## src/rtl/sparkbox_gpu_pkg.sv

```systemverilog
// Shared GPU command-path types: render/defer state encoding, default bus widths
// and the default-width packed write-queue entry.
package sparkbox_gpu_pkg;

    localparam int DATA_W_DEF = 16;
    localparam int ADDR_W_DEF = 16;
    localparam int DEPTH_DEF  = 64;

    typedef enum logic [1:0] {
        IDLE   = 2'd0,
        RENDER = 2'd1,
        DRAIN  = 2'd2
    } state_t;

    typedef struct packed {
        logic [ADDR_W_DEF-1:0] addr;
        logic [DATA_W_DEF-1:0] data;
    } wr_entry_t;

endpackage

```

## src/rtl/cmd_write_defer_queue_if.sv

```systemverilog
// Command, read-request and write-port handshakes of the write defer queue.
// The slave modport is the queue itself; master is its surroundings.
interface cmd_write_defer_queue_if #(
    parameter int ADDR_W = 16,
    parameter int DATA_W = 16
) ();
    logic              cmd_valid;
    logic              cmd_ready;
    logic              cmd_is_write;
    logic [ADDR_W-1:0] cmd_addr;
    logic [DATA_W-1:0] cmd_wdata;

    logic              rd_valid;
    logic              rd_ready;
    logic [ADDR_W-1:0] rd_addr;

    logic              wr_valid;
    logic              wr_ready;
    logic [ADDR_W-1:0] wr_addr;
    logic [DATA_W-1:0] wr_data;

    modport slave (
        input  cmd_valid, cmd_is_write, cmd_addr, cmd_wdata, rd_ready, wr_ready,
        output cmd_ready, rd_valid, rd_addr, wr_valid, wr_addr, wr_data
    );

    modport master (
        output cmd_valid, cmd_is_write, cmd_addr, cmd_wdata, rd_ready, wr_ready,
        input  cmd_ready, rd_valid, rd_addr, wr_valid, wr_addr, wr_data
    );
endinterface

```

## src/rtl/cmd_sync_fifo.sv

```systemverilog
// Parameterised synchronous FIFO with full/empty/count; head word is visible on
// o_rdata whenever the FIFO is non-empty. Push is honoured when full if a pop coincides.
module cmd_sync_fifo #(
    parameter int WIDTH = 32,
    parameter int DEPTH = 64
) (
    input  logic                     clk_in,
    input  logic                     reset_in,
    input  logic                     i_push,
    input  logic                     i_pop,
    input  logic [WIDTH-1:0]         i_wdata,
    output logic [WIDTH-1:0]         o_rdata,
    output logic                     o_full,
    output logic                     o_empty,
    output logic [$clog2(DEPTH):0]   o_count
);
    localparam int PTR_W = $clog2(DEPTH);
    localparam int CNT_W = PTR_W + 1;

    logic [WIDTH-1:0] r_mem [DEPTH];
    logic [PTR_W-1:0] r_wr_ptr;
    logic [PTR_W-1:0] r_rd_ptr;
    logic [CNT_W-1:0] r_count;
    logic             w_do_push;
    logic             w_do_pop;

    assign o_full    = (r_count == CNT_W'(DEPTH));
    assign o_empty   = (r_count == '0);
    assign o_count   = r_count;
    assign o_rdata   = r_mem[r_rd_ptr];
    assign w_do_pop  = i_pop && !o_empty;
    assign w_do_push = i_push && (!o_full || w_do_pop);

    always_ff @(posedge clk_in) begin
        if (reset_in) begin
            r_wr_ptr <= '0;
            r_rd_ptr <= '0;
            r_count  <= '0;
        end else begin
            if (w_do_push) r_wr_ptr <= r_wr_ptr + PTR_W'(1);
            if (w_do_pop)  r_rd_ptr <= r_rd_ptr + PTR_W'(1);
            case ({w_do_push, w_do_pop})
                2'b10:   r_count <= r_count + CNT_W'(1);
                2'b01:   r_count <= r_count - CNT_W'(1);
                default: r_count <= r_count;
            endcase
        end
    end

    // NOTE: storage has no reset; the pointers alone define which words are valid.
    always_ff @(posedge clk_in) begin
        if (w_do_push) r_mem[r_wr_ptr] <= i_wdata;
    end
endmodule

```

## src/rtl/cmd_write_defer_queue.sv

```systemverilog
// Defers command writes issued during a frame render and retires them in order afterwards;
// reads bypass through a one-entry stage. Optional macro DEFER_STATS_EN adds occupancy stats.
module cmd_write_defer_queue
    import sparkbox_gpu_pkg::*;
#(
    parameter int DATA_W = DATA_W_DEF,
    parameter int ADDR_W = ADDR_W_DEF,
    parameter int DEPTH  = DEPTH_DEF
) (
    input  logic                   clk_in,
    input  logic                   reset_in,
    cmd_write_defer_queue_if.slave bus,
    input  logic                   render_active,
    output logic                   render_ok,
    output logic [$clog2(DEPTH):0] queue_count,
    output logic                   order_err
`ifdef DEFER_STATS_EN
    ,
    output logic [$clog2(DEPTH):0] max_count,
    output logic [15:0]            stall_cycles
`endif
);
    localparam int CNT_W = $clog2(DEPTH) + 1;

    typedef struct packed {
        logic [ADDR_W-1:0] addr;
        logic [DATA_W-1:0] data;
    } entry_t;

    state_t              r_state;
    state_t              w_state_next;
    logic                r_render_ok;
    logic                r_order_err;
    logic                r_rd_valid;
    logic [ADDR_W-1:0]   r_rd_addr;

    entry_t              w_push_entry;
    entry_t              w_head;
    logic [$bits(entry_t)-1:0] w_head_bits;
    logic                w_full;
    logic                w_empty;
    logic                w_empty_next;
    logic [CNT_W-1:0]    w_count;
    logic                w_push;
    logic                w_pop;
    logic                w_wr_valid;
    logic                w_rd_slot_ok;
    logic                w_cmd_ready;
    logic                w_rd_accept;

    assign w_push_entry = '{addr: bus.cmd_addr, data: bus.cmd_wdata};
    assign w_head       = entry_t'(w_head_bits);

    cmd_sync_fifo #(
        .WIDTH ($bits(entry_t)),
        .DEPTH (DEPTH)
    ) u_fifo (
        .clk_in   (clk_in),
        .reset_in (reset_in),
        .i_push   (w_push),
        .i_pop    (w_pop),
        .i_wdata  (w_push_entry),
        .o_rdata  (w_head_bits),
        .o_full   (w_full),
        .o_empty  (w_empty),
        .o_count  (w_count)
    );

    always_ff @(posedge clk_in) begin
        if (reset_in) r_state <= IDLE;
        else          r_state <= w_state_next;
    end

    // Queue is empty after this edge if nothing is pushed and it is (or becomes) drained.
    assign w_empty_next = !w_push && (w_empty || (w_count == CNT_W'(1) && w_pop));

    always_comb begin
        w_state_next = r_state;
        case (r_state)
            IDLE:    if (render_active) w_state_next = RENDER;
            RENDER:  if (!render_active) w_state_next = w_empty ? IDLE : DRAIN;
            DRAIN: begin
                if (render_active)     w_state_next = RENDER;
                else if (w_empty_next) w_state_next = IDLE;
            end
            default: w_state_next = IDLE;
        endcase
    end

    // Writes are gated off combinationally by render_active so none escapes on its rising cycle.
    always_comb begin
        w_wr_valid   = !w_empty && (r_state != RENDER) && !render_active;
        w_pop        = w_wr_valid && bus.wr_ready;
        w_rd_slot_ok = !r_rd_valid && ((r_state == RENDER) || w_empty);
        w_cmd_ready  = bus.cmd_valid && !reset_in &&
                       (bus.cmd_is_write ? (!w_full || w_pop) : w_rd_slot_ok);
        w_push       = w_cmd_ready && bus.cmd_is_write;
        w_rd_accept  = w_cmd_ready && !bus.cmd_is_write;
    end

    always_ff @(posedge clk_in) begin
        if (reset_in) begin
            r_render_ok <= 1'b1;
            r_order_err <= 1'b0;
            r_rd_valid  <= 1'b0;
            r_rd_addr   <= '0;
        end else begin
            r_render_ok <= (w_state_next == IDLE) && w_empty_next;
            if (r_state == DRAIN && render_active) r_order_err <= 1'b1;
            if (w_rd_accept) begin
                r_rd_valid <= 1'b1;
                r_rd_addr  <= bus.cmd_addr;
            end else if (bus.rd_ready) begin
                r_rd_valid <= 1'b0;
            end
        end
    end

    assign bus.cmd_ready = w_cmd_ready;
    assign bus.wr_valid  = w_wr_valid;
    assign bus.wr_addr   = w_wr_valid ? w_head.addr : '0;
    assign bus.wr_data   = w_wr_valid ? w_head.data : '0;
    assign bus.rd_valid  = r_rd_valid;
    assign bus.rd_addr   = r_rd_addr;
    assign render_ok     = r_render_ok;
    assign queue_count   = w_count;
    assign order_err     = r_order_err;

`ifdef DEFER_STATS_EN
    logic [CNT_W-1:0] r_max_count;
    logic [15:0]      r_stall_cycles;

    always_ff @(posedge clk_in) begin
        if (reset_in) begin
            r_max_count    <= '0;
            r_stall_cycles <= '0;
        end else begin
            if (w_count > r_max_count) r_max_count <= w_count;
            if (bus.cmd_valid && bus.cmd_is_write && w_full && r_stall_cycles != 16'hFFFF)
                r_stall_cycles <= r_stall_cycles + 16'd1;
        end
    end

    assign max_count    = r_max_count;
    assign stall_cycles = r_stall_cycles;
`endif
endmodule

```

## src/flat_wrapper.sv

```systemverilog
// flat-port wrapper written by rule: the top's interface ports become plain ports
module cmd_write_defer_queue_flat import sparkbox_gpu_pkg::*;
#(
    parameter int DATA_W = DATA_W_DEF,
    parameter int ADDR_W = ADDR_W_DEF,
    parameter int DEPTH  = DEPTH_DEF
)
  (clk_in, reset_in, render_active, render_ok, queue_count, order_err, bus_cmd_valid, bus_cmd_is_write, bus_cmd_addr, bus_cmd_wdata, bus_rd_ready, bus_wr_ready, bus_cmd_ready, bus_rd_valid, bus_rd_addr, bus_wr_valid, bus_wr_addr, bus_wr_data);
  cmd_write_defer_queue_if #(.ADDR_W(ADDR_W), .DATA_W(DATA_W)) bus_i ();
  input  logic clk_in;
  input  logic reset_in;
  input  logic render_active;
  output logic render_ok;
  output logic [$clog2(DEPTH):0] queue_count;
  output logic order_err;
  input wire logic [$bits(bus_i.cmd_valid)-1:0] bus_cmd_valid;
  input wire logic [$bits(bus_i.cmd_is_write)-1:0] bus_cmd_is_write;
  input wire logic [$bits(bus_i.cmd_addr)-1:0] bus_cmd_addr;
  input wire logic [$bits(bus_i.cmd_wdata)-1:0] bus_cmd_wdata;
  input wire logic [$bits(bus_i.rd_ready)-1:0] bus_rd_ready;
  input wire logic [$bits(bus_i.wr_ready)-1:0] bus_wr_ready;
  output wire logic [$bits(bus_i.cmd_ready)-1:0] bus_cmd_ready;
  output wire logic [$bits(bus_i.rd_valid)-1:0] bus_rd_valid;
  output wire logic [$bits(bus_i.rd_addr)-1:0] bus_rd_addr;
  output wire logic [$bits(bus_i.wr_valid)-1:0] bus_wr_valid;
  output wire logic [$bits(bus_i.wr_addr)-1:0] bus_wr_addr;
  output wire logic [$bits(bus_i.wr_data)-1:0] bus_wr_data;
  assign bus_i.cmd_valid = bus_cmd_valid;
  assign bus_i.cmd_is_write = bus_cmd_is_write;
  assign bus_i.cmd_addr = bus_cmd_addr;
  assign bus_i.cmd_wdata = bus_cmd_wdata;
  assign bus_i.rd_ready = bus_rd_ready;
  assign bus_i.wr_ready = bus_wr_ready;
  assign bus_cmd_ready = bus_i.cmd_ready;
  assign bus_rd_valid = bus_i.rd_valid;
  assign bus_rd_addr = bus_i.rd_addr;
  assign bus_wr_valid = bus_i.wr_valid;
  assign bus_wr_addr = bus_i.wr_addr;
  assign bus_wr_data = bus_i.wr_data;
  cmd_write_defer_queue #(.DATA_W(DATA_W), .ADDR_W(ADDR_W), .DEPTH(DEPTH)) u_core (.clk_in(clk_in), .reset_in(reset_in), .bus(bus_i), .render_active(render_active), .render_ok(render_ok), .queue_count(queue_count), .order_err(order_err));
endmodule
```

## config.mk

```make
export PLATFORM = sky130hd
export DESIGN_NAME = cmd_write_defer_queue_flat
export DESIGN_NICKNAME = d
export VERILOG_FILES = /design/src/rtl/sparkbox_gpu_pkg.sv /design/src/rtl/cmd_write_defer_queue_if.sv /design/src/rtl/cmd_sync_fifo.sv /design/src/rtl/cmd_write_defer_queue.sv /design/src/flat_wrapper.sv
export SDC_FILE = /design/constraint.sdc
export NUM_CORES = 2
export LEC_CHECK = 0
export CAP_MARGIN = 20
export CELL_PAD_IN_SITES_DETAIL_PLACEMENT = 1
export CELL_PAD_IN_SITES_GLOBAL_PLACEMENT = 1
export CORE_MARGIN = 8
export CORE_UTILIZATION = 40
export CTS_CLUSTER_SIZE = 14
export DETAILED_ROUTE_END_ITERATION = 12
export GPL_TIMING_DRIVEN = 0
export PLACE_DENSITY = 0.68
export SLEW_MARGIN = 20
export SYNTH_ARGS = -nofsm -noshare
export SYNTH_HDL_FRONTEND = slang
export SYNTH_HIERARCHICAL = 1
export SYNTH_SLANG_ARGS = --single-unit
```

## constraint.sdc

```tcl
create_clock -name clk_in -period 5.8 [get_ports clk_in]
set_clock_uncertainty 0.2 [all_clocks]
set_input_delay 0.58 -clock clk_in [delete_from_list [all_inputs] [get_ports clk_in]]
set_output_delay 0.58 -clock clk_in [all_outputs]
set_load 0.05 [all_outputs]
```

==> impl_metrics.env <==
export IMPL_synth_xor_xnor_area_share_pct=0.120
export IMPL_fin_ws_ps=-157
export IMPL_worstPathArrival_ps=5180
export IMPL_die_x_um=464
export IMPL_r2r_start="u_core/u_fifo/o_count[1]$_SDFFE_PP0P_"
export IMPL_use_met3_pct=5.47
export IMPL_core_sq_um=199000
export IMPL_htree_levels=4
export IMPL_yosysMostFrequentCell="edfxtp_1"
export IMPL_yosysWarnings=6
export IMPL_p_leak_nw=28.7
export IMPL_period_share_pct=103
export IMPL_grt_ovfl_total=0
export IMPL_start_util_pct=40.2
export IMPL_dpl_cell_area_sq_um=87600
export IMPL_ys_seq_elements=2094
export IMPL_wire_per_inst_um=36.1
export IMPL_violations="negative setup slack"
export IMPL_pre_cts_slack_ps=-422
export IMPL_startpoint_type="flop"
export IMPL_port_buffers=98
export IMPL_hold_depth=4
export IMPL_path_class="flop to primary output"
export IMPL_fin_area_sq_um=94700
export IMPL_antenna_found_initial=18
export IMPL_finalCriticalPeriod_ps=5960
export IMPL_synth_seq_area_share_pct=77.8
export IMPL_die_h_um=464
export IMPL_synth_top_area_share_pct=76.7
export IMPL_drtAntennaViolNets=0
export IMPL_grt_max_degree=66
export IMPL_slew_viol_final=0
export IMPL_rsz0062_at_grt="no"
export IMPL_tritoncts="built"
export IMPL_syn_num_nets=3629
export IMPL_hpwl_um=167000
export IMPL_rr_worst_depth=12
export IMPL_muxShareOfSynthArea_pct=15.4
export IMPL_vias_per_cell=6.07
export IMPL_synth_fa_ha_area_share_pct=0.134
export IMPL_dieArea_sq_um=215000
export IMPL_synth_area_leaders="edfxtp_1 77%, mux4_2 14%, dfxtp_1 1.1%, mux2i_1 0.99%, a221oi_1 0.78%"
export IMPL_synthArstFlopShare_pct=0
export IMPL_syn_to_final_growth_pct=18.1
export IMPL_worstHoldEndpoint="u_core/bus.rd_addr[9]$_SDFFE_PP0P_"
export IMPL_yosys_most_used_dff="edfxtp_1"
export IMPL_grtUsageMet1_pct=29.7
export IMPL_ios=99
export IMPL_clock_sinks=2094
export IMPL_nNetsFinal=4070
export IMPL_hold_violations=0
export IMPL_relSlewSlack_pct=22.0
export IMPL_p_per_area_nw_per_um2=318
export IMPL_worstMarginPinSlew_ps=1170
export IMPL_clkLatencyLatePin_ps=860
export IMPL_ys_types=64
export IMPL_end_kind="primary output"
export IMPL_place_congestion=0.921
export IMPL_hp_start="bus_cmd_addr[9]"
export IMPL_finalWirelength_um=247000
export IMPL_grt_busiest_layer="met2"
export IMPL_synth_top_family_by_area="multiplexers"
export IMPL_grt_pass1_vias=42197
export IMPL_power_w=0.0301
export IMPL_grtUsageMet2_pct=35.3
export IMPL_drc_errors=0
export IMPL_dr_first_iter_drc_count=5545
export IMPL_avgSynthCellArea_sq_um=22.4
export IMPL_synth_simple_area_share_pct=2.17
export IMPL_netlist_instances=3582
export IMPL_synthTopCellsByCount="2048 x edfxtp_1, 512 x mux4_2, 117 x nor2_1"
export IMPL_crit_fanout=11
export IMPL_synth_compound_area_share_pct=2.98
export IMPL_clock_path_buffers=3
export IMPL_crit_required_ps=5020
export IMPL_synth_edff_count=2048
export IMPL_cts_inserted_buffers=201
export IMPL_finalSetupTns_ps=-347
export IMPL_grt_pass1_wl_um=339000
export IMPL_vias=41650
export IMPL_max_cap_violations=0
export IMPL_grt_usage_pct=22.3
export IMPL_status="finished with violations"
export IMPL_min_path_type="input port to flop"
export IMPL_drt_pass1_iter_count=5
export IMPL_finalSetupViolCount=5
export IMPL_rows=164
export IMPL_ir_drop_mv=0.378
export IMPL_max_clock_freq_mhz=168
export IMPL_fin_hold_ws_ps=60.6
export IMPL_ff2ff_setup_slack_ps=70
export IMPL_drive_above_1_share_pct=29.6
export IMPL_reg2reg_to="u_core/u_fifo/r_mem[34][27]$_DFFE_PP_"
export IMPL_yosysTopAreaCell="edfxtp_1"
export IMPL_clockRootBuffer="clkbuf_16"
export IMPL_mappedNetlistArea_sq_um=80200
export IMPL_cts_clk_slew_worst_paths_ps=60
## cells in the final DEF, fill, tap and decap left out, types with 38 or more instances in the layout
cell	synthesis	layout
a21oi_1	50	43
a221oi_1	71	60
a22o_1	42	42
buf_12	0	60
buf_16	0	56
buf_2	56	49
buf_4	27	78
clkbuf_1	81	97
clkbuf_16	0	205
clkdlybuf4s50_1	0	38
clkinv_2	0	52
dfxtp_1	46	46
edfxtp_1	2048	2048
mux2i_1	79	78
mux4_2	512	512
nand2_1	58	58
nor2_1	117	40
nor2_4	1	65
o22ai_1	44	43
## flip-flops by register name (all words and copies together), names as in the netlist, named ones only
name and count:
u_core/u_fifo/r_wr_ptr 6, u_core/r_state 2, u_core/u_fifo/o_count 7, u_core/u_fifo/r_mem 2048, u_core/order_err 1, u_core/bus.rd_valid 1
u_core/u_fifo/r_rd_ptr 6, u_core/render_ok 1, u_core/bus.rd_addr 16
## power by group
part	internal [W]	switching, W	total [W]
combinational	0.000142	0.000438	0.000580
sequential	0.0166	0.00000948	0.0166
clock	0.00720	0.00570	0.0129
total	0.0239	0.00615	0.0301
## worst max-delay path, stage by stage, from the launching register on
cell	delay, ps
dfxtp_1	520
buf_4	340
buf_2	390
clkbuf_2	490
mux4_2	390
mux2i_1	280
o22ai_1	140
nor3_1	620
o221ai_1	340
and2_1	330
dlygate4sd2_1	470
## layout make-up
class | count | area, sq um
clock inverter | 122 | 1100
antenna | 14 | 35.0
multi-input combinational | 1276 | 17500
timing repair buffer | 241 | 3870
sequential | 2094 | 62400
buffer | 195 | 1140
fill | 17924 | 105000
inverter | 14 | 52.6
tap | 2656 | 3320
clock buffer | 251 | 5320
## cells by family (layout without fill, tap and decap cells)
logic type | count (synthesis) | after routing
adders and majority gates | 8 | 8
muxes | 593 | 593
and+or+nand+nor | 350 | 350
other | 0 | 14
DFF | 2094 | 2094
xor gates and xnor gates | 11 | 11
buffers and inverters | 212 | 823
AOI/OAI and AO/OA | 314 | 314
## through the flow
stage | cells | utilization [%]
after floorplan | 3582 | -
after global placement | 6336 | 42.4
after detailed placement | 6451 | 43.9
after CTS | 6841 | 47.4
after global routing | 6853 | 47.5
final | 6863 | 47.5
## what timing repair did
action | CTS | global route
pin swaps | 3 | 3
hold buffers | 19 | 0
hold endpoints to repair | 377 | 0
resized for setup | 144 | 6
setup endpoints to repair | 323 | 50
buffers inserted | 1 | 7
## how the worst max path moves through the flow
| stage | endpoint | cells after the start |
|---|---|---|
| floorplan | u_core/u_fifo/r_mem[63][0]$_DFFE_PP_ | 12 |
| global placement | u_core/u_fifo/r_mem[43][18]$_DFFE_PP_ | 10 |
| detailed placement | u_core/u_fifo/r_mem[35][27]$_DFFE_PP_ | 11 |
| CTS | bus_wr_data[12] | 10 |
| global route | u_core/u_fifo/r_mem[34][27]$_DFFE_PP_ | 12 |
| finish | bus_wr_addr[10] | 10 |
## per-layer routing
metal / vias up / part of all wire (%) / wire length, um
met1: 22595 / 38 / 94300
li1: 16159 / - / -
met2: 2469 / 47 / 116000
met5: - / 0.014 / 34
met4: 6 / 4.9 / 12100
met3: 421 / 10 / 25400
(Power assumes the default switching activity.)
